## src/rtl/pc_pkg.sv

```systemverilog
// Shared types and helpers for the program-counter unit: next-PC mode encoding,
// default geometry constants and the alignment-mask helper.
package pc_pkg;

   typedef enum logic [1:0] {
      PC_SEQ    = 2'd0,
      PC_BRANCH = 2'd1,
      PC_JUMP   = 2'd2,
      PC_RETURN = 2'd3
   } pc_mode_e;

   localparam int PC_WIDTH_DEF     = 32;
   localparam int PC_STEP_DEF      = 4;
   localparam int PC_RAS_DEPTH_DEF = 4;

   // Mask of the address bits below the instruction step (STEP is a power of two).
   function automatic logic [63:0] pc_align_mask(input int unsigned step);
      logic [63:0] s;
      s = 64'(step);
      return s - 64'd1;
   endfunction

endpackage

```

## src/rtl/pc_ras.sv

```systemverilog
// Circular return-address stack. Pushing onto a full stack overwrites the oldest
// entry; count saturates at RAS_DEPTH. Overflow/underflow are registered pulses.
module pc_ras
   import pc_pkg::*;
#(
   parameter int WIDTH     = PC_WIDTH_DEF,
   parameter int RAS_DEPTH = PC_RAS_DEPTH_DEF
) (
   input  logic                         clk,
   input  logic                         reset,
   input  logic                         push,
   input  logic                         pop,
   input  logic [WIDTH-1:0]             push_data,
   output logic [WIDTH-1:0]             top,
   output logic                         full,
   output logic                         empty,
   output logic [$clog2(RAS_DEPTH):0]   count,
   output logic                         overflow,
   output logic                         underflow
);

   localparam int PTR_W = $clog2(RAS_DEPTH);

   logic [WIDTH-1:0] mem [RAS_DEPTH];
   logic [PTR_W-1:0] ptr;
   logic [PTR_W-1:0] ptr_prev;
   logic [PTR_W:0]   cnt;

   // ptr is the next free slot; the top entry sits just below it, modulo depth.
   assign ptr_prev  = ptr - PTR_W'(1);
   assign top       = mem[ptr_prev];
   assign full      = (cnt == (PTR_W+1)'(RAS_DEPTH));
   assign empty     = (cnt == '0);
   assign count     = cnt;

   always_ff @(posedge clk) begin
      if (push) begin
         mem[ptr] <= push_data;
      end
   end

   always_ff @(posedge clk) begin
      if (reset) begin
         ptr       <= '0;
         cnt       <= '0;
         overflow  <= 1'b0;
         underflow <= 1'b0;
      end else begin
         overflow  <= push && full;
         underflow <= pop && !push && empty;
         if (push) begin
            ptr <= ptr + PTR_W'(1);
            if (!full) begin
               cnt <= cnt + (PTR_W+1)'(1);
            end
         end else if (pop && !empty) begin
            ptr <= ptr_prev;
            cnt <= cnt - (PTR_W+1)'(1);
         end
      end
   end

endmodule

```

## src/rtl/pc_unit.sv

```systemverilog
// Fetch program counter with sequential/branch/jump/return selection.
// Define PC_RAS_EN to build the return-address stack; otherwise RETURN steps like SEQ.
module pc_unit
   import pc_pkg::*;
#(
   parameter int               WIDTH     = PC_WIDTH_DEF,
   parameter int               STEP      = PC_STEP_DEF,
   parameter logic [WIDTH-1:0] RESET_VEC = '0,
   parameter int               RAS_DEPTH = PC_RAS_DEPTH_DEF
) (
   input  logic              clk,
   input  logic              reset,
   input  logic              stall,
   input  logic [1:0]        mode,
   input  logic              branch_taken,
   input  logic [WIDTH-1:0]  imm,
   input  logic [WIDTH-1:0]  target,
   input  logic              call,
   output logic [WIDTH-1:0]  pc_out,
   output logic              misaligned,
   output logic              ras_overflow,
   output logic              ras_underflow
);

   localparam logic [WIDTH-1:0] LOW_MASK = WIDTH'(pc_align_mask(STEP));
   localparam logic [WIDTH-1:0] STEP_W   = WIDTH'(STEP);

   pc_mode_e                 mode_e;
   logic        [WIDTH-1:0]  pc_p1;
   logic                     misaligned_p1;
   logic signed [WIDTH-1:0]  imm_s;
   logic        [WIDTH-1:0]  seq_p0;
   logic        [WIDTH-1:0]  next_p0;
   logic        [WIDTH-1:0]  ret_addr;
   logic                     ret_valid;

   assign mode_e = pc_mode_e'(mode);
   assign imm_s  = signed'(imm);
   assign seq_p0 = pc_p1 + STEP_W;

`ifdef PC_RAS_EN
   logic                        ras_push;
   logic                        ras_pop;
   logic                        ras_full;
   logic                        ras_empty;
   logic [$clog2(RAS_DEPTH):0]  ras_count;
   logic                        unused_ras;

   assign ras_push   = !stall && (mode_e == PC_JUMP) && call;
   assign ras_pop    = !stall && (mode_e == PC_RETURN);
   assign ret_valid  = !ras_empty;
   assign unused_ras = &{1'b0, ras_full, ras_count};

   pc_ras #(
      .WIDTH     (WIDTH),
      .RAS_DEPTH (RAS_DEPTH)
   ) u_ras (
      .clk       (clk),
      .reset     (reset),
      .push      (ras_push),
      .pop       (ras_pop),
      .push_data (seq_p0),
      .top       (ret_addr),
      .full      (ras_full),
      .empty     (ras_empty),
      .count     (ras_count),
      .overflow  (ras_overflow),
      .underflow (ras_underflow)
   );
`else
   logic unused_call;

   assign ret_valid     = 1'b0;
   assign ret_addr      = '0;
   assign ras_overflow  = 1'b0;
   assign ras_underflow = 1'b0;
   assign unused_call   = &{1'b0, call};
`endif

   always_comb begin
      next_p0 = seq_p0;
      unique case (mode_e)
         PC_SEQ:    next_p0 = seq_p0;
         PC_BRANCH: next_p0 = branch_taken ? WIDTH'($signed(pc_p1) + imm_s) : seq_p0;
         PC_JUMP:   next_p0 = target;
         PC_RETURN: next_p0 = ret_valid ? ret_addr : seq_p0;
         default:   next_p0 = seq_p0;
      endcase
   end

   // p0 -> p1: align and register the selected address
   always_ff @(posedge clk) begin
      if (reset) begin
         pc_p1         <= RESET_VEC;
         misaligned_p1 <= 1'b0;
      end else if (stall) begin
         misaligned_p1 <= 1'b0;
      end else begin
         pc_p1         <= next_p0 & ~LOW_MASK;
         misaligned_p1 <= |(next_p0 & LOW_MASK);
      end
   end

   assign pc_out     = pc_p1;
   assign misaligned = misaligned_p1;

endmodule

```

## config.mk

```make
export PLATFORM = sky130hd
export DESIGN_NAME = pc_unit
export DESIGN_NICKNAME = d
export VERILOG_FILES = /design/src/rtl/pc_pkg.sv /design/src/rtl/pc_ras.sv /design/src/rtl/pc_unit.sv
export SDC_FILE = /design/constraint.sdc
export NUM_CORES = 1
export LEC_CHECK = 0
export ABC_AREA = 0
export CORE_ASPECT_RATIO = 0.7
export CORE_MARGIN = 5
export CORE_UTILIZATION = 54
export DETAILED_ROUTE_END_ITERATION = 8
export GPL_ROUTABILITY_DRIVEN = 1
export PLACE_DENSITY = 0.89
export REMOVE_ABC_BUFFERS = 1
export SLEW_MARGIN = 20
export SYNTH_ARGS = -nofsm -noshare
export SYNTH_HDL_FRONTEND = slang
export SYNTH_SLANG_ARGS = --single-unit
```

## constraint.sdc

```tcl
create_clock -name clk -period 6.2 [get_ports clk]
set_input_delay 0.62 -clock clk [delete_from_list [all_inputs] [get_ports clk]]
set_output_delay 0.62 -clock clk [all_outputs]
set_load 0.005 [all_outputs]
```

== Word level (Yosys, flattened, before mapping) ==
Cells that the tools add are included.
Operators by class
  eq/ne operators: 3
  reduce and logical (&&, ||, !) cells: 4
  multiplexer cells: 2
  add/subtract/negate cells: 2
Operators by type and width (number)
  $pmux W32 S3: 1
  $add A32 B3 Y32 const B: 1
  $add A32 B32 Y32: 1
  $mux W32: 1
  $reduce_or A2 Y1: 3
  $eq A2 B2 Y1 const B: 2
  $eq A2 B1 Y1 const B: 1
  $logic_not A2 Y1: 1
Storage, ports and cells
  bits of input ports: 71
  register bits after elaboration: 31

== Depth between registers and ports, before layout ==
Gate-level depths: netlist (run 1).
  depth after elaboration: 4
  depth in mapped cells: 10

== Worst setup path after synthesis (run 1) ==
Ideal clock, no wire load.
  kind: in2reg
  start point: input imm[2]
  end point: register pc_p1[24], in the netlist pc_out[24]
  path slack: 3.375 ns
  buffers on the path: 0
  stages: 10
  data required time: 6.082 ns
  setup time: 0.118 ns
  arrival: 2.707 ns
  cell sequence: ha_1 fa_1 a21o_1 a221o_2 a21o_1 o31ai_1 o31ai_1 xor2_1 o221ai_1 nand2_1
Between the ends
  cells in the longest elaborated chain, start to end: 3
Ends and longest elaborated chain
  from (decl): line pc_unit.sv:16  | input logic [WIDTH-1:0] imm,
  $add A32 B32 Y32: line pc_unit.sv:84  | PC_BRANCH: next_p0 = branch_taken ? WIDTH'($signed(pc_p1) + imm_s) : seq_p0;
  $mux W32: line pc_unit.sv:84
  $pmux W32 S3: line pc_unit.sv:82  | unique case (mode_e)
  to (signal assigned): line pc_unit.sv:99  | pc_p1 <= next_p0 & ~LOW_MASK;
  to (decl): line pc_unit.sv:29  | logic [WIDTH-1:0] pc_p1;
Every way passes these cells.
A chain may end at the register's enable or synchronous reset.

== Worst setup path after layout (run 1) ==
Ends and elaborated chain as after synthesis.

==> results.json, run 1 <==
{
  "whs_endpoint": "pc_out[29]$_SDFFE_PP0N_",
  "stdcell_area_sq_mm": 0.00513,
  "die_x_um": 113,
  "place.gp.congestion": 0.926,
  "cts_tree": "yes",
  "setup.worst_path.start_class": "primary input",
  "ant_nets": 0,
  "cts_resized": 0,
  "synth.avg_cell_area_sq_um": 7.23,
  "drt_iter0_drc": 512,
  "crit_type": "in -> reg",
  "die-height_um": 82.3,
  "htreeDepth": 2,
  "status": "finished clean",
  "async_reset_ff_share_pct": 0,
  "routed_via_density": 6.49,
  "report.final.slew_viol_count": 0,
  "gr-total-overflow": 0,
  "synth-seq-area-share_pct": 15.4,
  "cts_setup_buffers": 0,
  "io_pins": 106,
  "wire_per_inst_um": 18.7,
  "r2r_setup_slack_ps": 3100,
  "clk_latency_ps": 290,
  "antenna_cells": 0,
  "wl_met1_um": 5790,
  "worstMarginPinSlew_ps": 1000,
  "finClkSkew_ps": 5.65,
  "synth-edff-count": 0,
  "ff2ff_path_depth": 10,
  "required_ps": 6380,
  "synth_cells": 557,
  "vias": 4752,
  "r2r-end": "pc_out[24]$_SDFFE_PP0N_",
  "finalNetCount": 737,
  "hold_path_depth": 2,
  "wl_met2_um": 5920,
  "yosys_warnings": 0,
  "hp-start": "pc_out[29]$_SDFFE_PP0N_",
  "grt_start_max_net_pins": 40,
  "syn_to_final_growth_pct": 27.3,
  "drc": 0,
  "dpl.cell_count": 724,
  "top_layer_used": "met4",
  "synth_area_sq_mm": 0.00403,
  "p_leak_nw": 2.10,
  "die_area_sq_mm": 0.00932,
  "first_pass_iters": 5,
  "wl_met3_um": 1740,
  "crit_fanout": 4,
  "grt_pass1_vias": 4501,
  "port_buffers": 100,
  "peakVddDrop_mv": 0.0832,
  "place_area_sq_mm": 0.00503,
  "grt_first_pass_wirelength_um": 22300,
  "finalSetupViolCount": 0,
  "clock_sinks": 31,
  "clock_tree.root_cell": "clkbuf_8",
  "hold_buffers": 0,
  "cp_data_arrival_time_ps": 3620,
  "relSlewSlack_pct": 32.9,
  "hold_viol": 0,
  "finalNonFillerCells": 732,
  "num_rows": 26,
  "antenna_found_initial": 0,
  "p_per_area_mw_per_mm2": 150,
  "tns_ps": 0,
  "synth_cell_types": 66,
  "numCtsBuffers": 5,
  "cts_max_path_buffers": 2,
  "layout-drive-gt1-share_pct": 4.89,
  "core_sq_mm": 0.00729,
  "cap_violations": 0,
  "power.total_w": 0.000770,
  "period_needed_ps": 3430,
  "end_kind": "flop",
  "rsz0062_at_grt": "no",
  "dpl.hpwl_um": 10000,
  "routed_wl_um": 13700,
  "cts.reportedPaths.clkPinSlew_ps": 80,
  "finalCritPeriodShare_pct": 55.4,
  "grt_usage_pct": 29.2,
  "max_freq_mhz": 291,
  "regToRegStartpoint": "pc_out[2]$_SDFFE_PP0N_",
  "synth_seq_cells": 31,
  "ys.flop_type": "dfxtp_1",
  "initial_core_util_pct": 55.3,
  "hold_path.class": "reg -> reg"
}
[worst max path at each step]
stage	from	to	slack (ps)
after detailed placement	imm[2]	pc_out[24]$_SDFFE_PP0N_	2530
after floorplan	imm[2]	pc_out[24]$_SDFFE_PP0N_	3370
after global routing	imm[2]	pc_out[24]$_SDFFE_PP0N_	2640
after CTS	imm[2]	pc_out[24]$_SDFFE_PP0N_	2830
after global placement	imm[2]	pc_out[24]$_SDFFE_PP0N_	2590
final	imm[2]	pc_out[24]$_SDFFE_PP0N_	2770
[per-stage QoR]
step / util, % / setup slack, ps / hold WS [ps]
finish: 70.4 / 2770 / 486
global route: 70.4 / 2640 / 504
CTS: 70.4 / 2830 / 486
detailed placement: 69.0 / 2530 / 476
global placement: 69.0 / 2590 / 469
floorplan: - / 3370 / 463
[sequential cells by signal (all words and copies together) (netlist names)]
signal	count
pc_out	30
misaligned	1
[cell usage in the layout (no fill, tap or decap), drive strengths merged, types with 15 or more instances in the layout]
cell / count
xor2: 17
nand3: 24
a21oi: 57
nor2: 55
ha: 32
xnor2: 33
a221oi: 15
a21o: 19
nand2: 61
o21ai: 26
dfxtp: 31
clkdlybuf4s50: 100
[critical path, stage by stage]
cell and delay, ps:
clkdlybuf4s50_1 410, ha_1 240, fa_1 420, a21o_1 220
a221o_2 430, a21o_1 190, o31ai_1 440, o31ai_1 200
xor2_1 180, o221ai_1 190, nand2_1 80
[cell usage after synthesis, types with 4 or more instances]
library cell / instances / area (sq um)
a211o_1: 4 / 35.0
a211oi_1: 12 / 90.1
a21o_1: 19 / 143
a21oi_1: 57 / 285
a221oi_1: 14 / 123
a31oi_1: 6 / 37.5
and3_1: 10 / 62.6
buf_2: 5 / 25.0
buf_4: 5 / 37.5
clkbuf_1: 25 / 93.8
dfxtp_1: 31 / 621
ha_1: 32 / 400
inv_1: 13 / 48.8
mux2i_1: 4 / 40.0
nand2_1: 61 / 229
nand3_1: 24 / 120
nand4_1: 12 / 75.1
nor2_1: 55 / 206
nor2b_1: 10 / 62.6
nor3_1: 9 / 45.0
o21ai_0: 17 / 85.1
o21ai_1: 6 / 30.0
o221ai_1: 7 / 61.3
o22ai_1: 4 / 25.0
o31ai_1: 5 / 37.5
xnor2_1: 33 / 289
xor2_1: 17 / 149
[final cells by class]
| type | count | area [sq um] |
|---|---|---|
| inverters | 14 | 52.6 |
| multi-input cells | 477 | 3200 |
| repair buffers | 104 | 1030 |
| fillers | 621 | 2160 |
| flip-flops and latches | 31 | 621 |
| well taps | 98 | 123 |
| clock buffers | 8 | 100 |
[layer usage]
metal	GRT usage (%)	vias to the layer above
li1	-	2210
met1	40.0	2179
met2	45.8	326
met3	6.77	37
met4	8.76	0
met5	0	-
[cell families (layout without fill, tap and decap cells)]
group                      after synthesis  after routing  share of synthesized area (%)
other                                    1              4                         0.0931
xor gates and xnor gates                50             50                           10.9
and+or+nand+nor                        198            198                           23.9
buffers and inverters                   52            126                           5.47
adders and majority gates               33             33                           10.4
DFF                                     31             31                           15.4
AOI/OAI and AO/OA                      187            187                           32.5
muxes                                    5              5                           1.37
[power by group]
group | internal (W) | leakage, nW | switching [W]
Clock | 0.000102 | 0.0515 | 0.0000854
Sequential | 0.000212 | 0.254 | 0.0000283
Combinational | 0.000163 | 1.79 | 0.000179
Power figures use the tool's default switching activity.
==> run 2, diff against run 1 <==
Settings changed: CORE_UTILIZATION 54 to 50, PLACE_DENSITY 0.89 to 0.83.
Clock period 6.2 ns to 3.3 ns, I/O delays scaled along.
==> run 2 against run 1 <==
First-iteration DRC count is 3.9% lower; cell count is 3.3% higher; combinational power increased by 100%; register-to-register slack got worse by 2600 ps; sequential power grew 81%; power up 110%; clock-buffer cell count stayed put; die area grew 7.1%; clock skew fell by 1.8 ps; routed wire length increased by 5.9%; core utilization shrank 2.3 points.
==> results.json, run 2 (same netlist as run 1, synthesis figures left out) <==
{
  "fillCellCount": 701,
  "cts_resized": 0,
  "die_x_um": 117,
  "hold_viol": 0,
  "cts_max_path_buffers": 2,
  "cts_setup_buffers": 0,
  "setup.worst_path.start_class": "primary input",
  "crit_fanout": 4,
  "cp_data_arrival_time_ps": 3160,
  "grt_start_max_net_pins": 23,
  "p_per_area_mw_per_mm2": 303,
  "dpl.hpwl_um": 11100,
  "finalNetCount": 758,
  "port_buffers": 100,
  "antenna_found_initial": 0,
  "antenna_cells": 0,
  "htreeDepth": 2,
  "grt_first_pass_wirelength_um": 22600,
  "largest_reg_flops": 30,
  "power.total_w": 0.00163,
  "layout_common_cells": "clkdlybuf4s50_1 (100), nand2_1 (61), a21oi_1 (57), nor2_1 (55), xnor2_1 (33)",
  "p_leak_nw": 2.23,
  "ant_nets": 0,
  "stdcell_area_sq_mm": 0.00536,
  "required_ps": 3460,
  "rsz0062_at_grt": "no",
  "place.gp.congestion": 0.965,
  "clk_latency_ps": 280,
  "cts_tree": "yes",
  "clock_tree.root_cell": "clkbuf_16",
  "grt_usage_pct": 28.3,
  "finalSetupViolCount": 0,
  "clock_sinks": 31,
  "cap_violations": 0,
  "die-height_um": 85.1,
  "finClkSkew_ps": 3.89,
  "drc": 0,
  "wire_per_inst_um": 19.2,
  "layout-drive-gt1-share_pct": 7.79,
  "mostFrequentLayoutCell": "clkdlybuf4s50_1",
  "io_pins": 106,
  "place_area_sq_mm": 0.00520,
  "hold_path.class": "reg -> reg",
  "initial_core_util_pct": 51.2,
  "period_needed_ps": 3000,
  "finalCritPeriodShare_pct": 90.9,
  "first_pass_iters": 5,
  "ff2ff_path_depth": 11,
  "tns_ps": 0,
  "max_freq_mhz": 333,
  "routed_via_density": 6.40,
  "core_sq_mm": 0.00787,
  "report.final.slew_viol_count": 0,
  "grt_pass1_vias": 4546,
  "routed_wl_um": 14500,
  "hold_buffers": 0,
  "die_area_sq_mm": 0.00998,
  "peakVddDrop_mv": 0.199,
  "vias": 4839,
  "gr-total-overflow": 0,
  "end_kind": "flop",
  "drt_iter0_drc": 492,
  "crit_type": "in -> reg",
  "status": "finished clean",
  "syn_to_final_growth_pct": 33.0,
  "cts.reportedPaths.clkPinSlew_ps": 50,
  "numCtsBuffers": 5,
  "num_rows": 27,
  "relSlewSlack_pct": 46.1,
  "worstMarginPinSlew_ps": 806,
  "hold_path_depth": 2
}
run 2: worst paths after layout:
path,end,startpoint,slack [ps]
worst min register to register,pc_out[29]$_SDFFE_PP0N_,pc_out[29]$_SDFFE_PP0N_,480
worst max-delay path,pc_out[24]$_SDFFE_PP0N_,imm[2],300
worst max register to register,pc_out[24]$_SDFFE_PP0N_,pc_out[2]$_SDFFE_PP0N_,470
worst min-delay path,pc_out[29]$_SDFFE_PP0N_,pc_out[29]$_SDFFE_PP0N_,480
run 2: final cells by class:
class                      instances  area (sq um)  area share (%)
timing repair buffer             125          1200            22.4
sequential                        31           621            11.6
clock buffer                       8           156            2.92
multi-input combinational        477          3200            59.7
inverter                          14          52.6           0.981
tap                              101           126            2.36
run 2: report_power, final:
| group | switching (W) | internal (W) |
|---|---|---|
| combinational | 0.000361 | 0.000327 |
| clock | 0.000180 | 0.000322 |
| sequential | 0.0000361 | 0.000400 |
| total | 0.000577 | 0.00105 |
run 2: per-layer routing:
| layer | wire, um | track usage, % |
|---|---|---|
| met1 | 6530 | 40.4 |
| met2 | 6220 | 43.9 |
| met3 | 1610 | 5.99 |
| met4 | 166 | 5.94 |
| met5 | 0 | 0 |
run 2: stage by stage:
stage,util [%],hold slack [ps],setup slack [ps],instances
4_1_cts,68.0,489,331,756
3_3_place_gp,66.1,464,101,748
5_1_grt,68.0,503,170,756
6_report,68.0,484,300,756
2_1_floorplan,-,399,706,522
3_5_place_dp,66.1,481,50.1,748
run 2: worst max-delay path, stage by stage:
cell and delay, ps:
clkdlybuf4s50_1 410, ha_1 240, fa_1 410, a21o_1 220, a221o_2 430, a21o_1 180
o31ai_1 230, buf_4 170, o31ai_1 110, xor2_1 160, o221ai_1 180, nand2_1 90
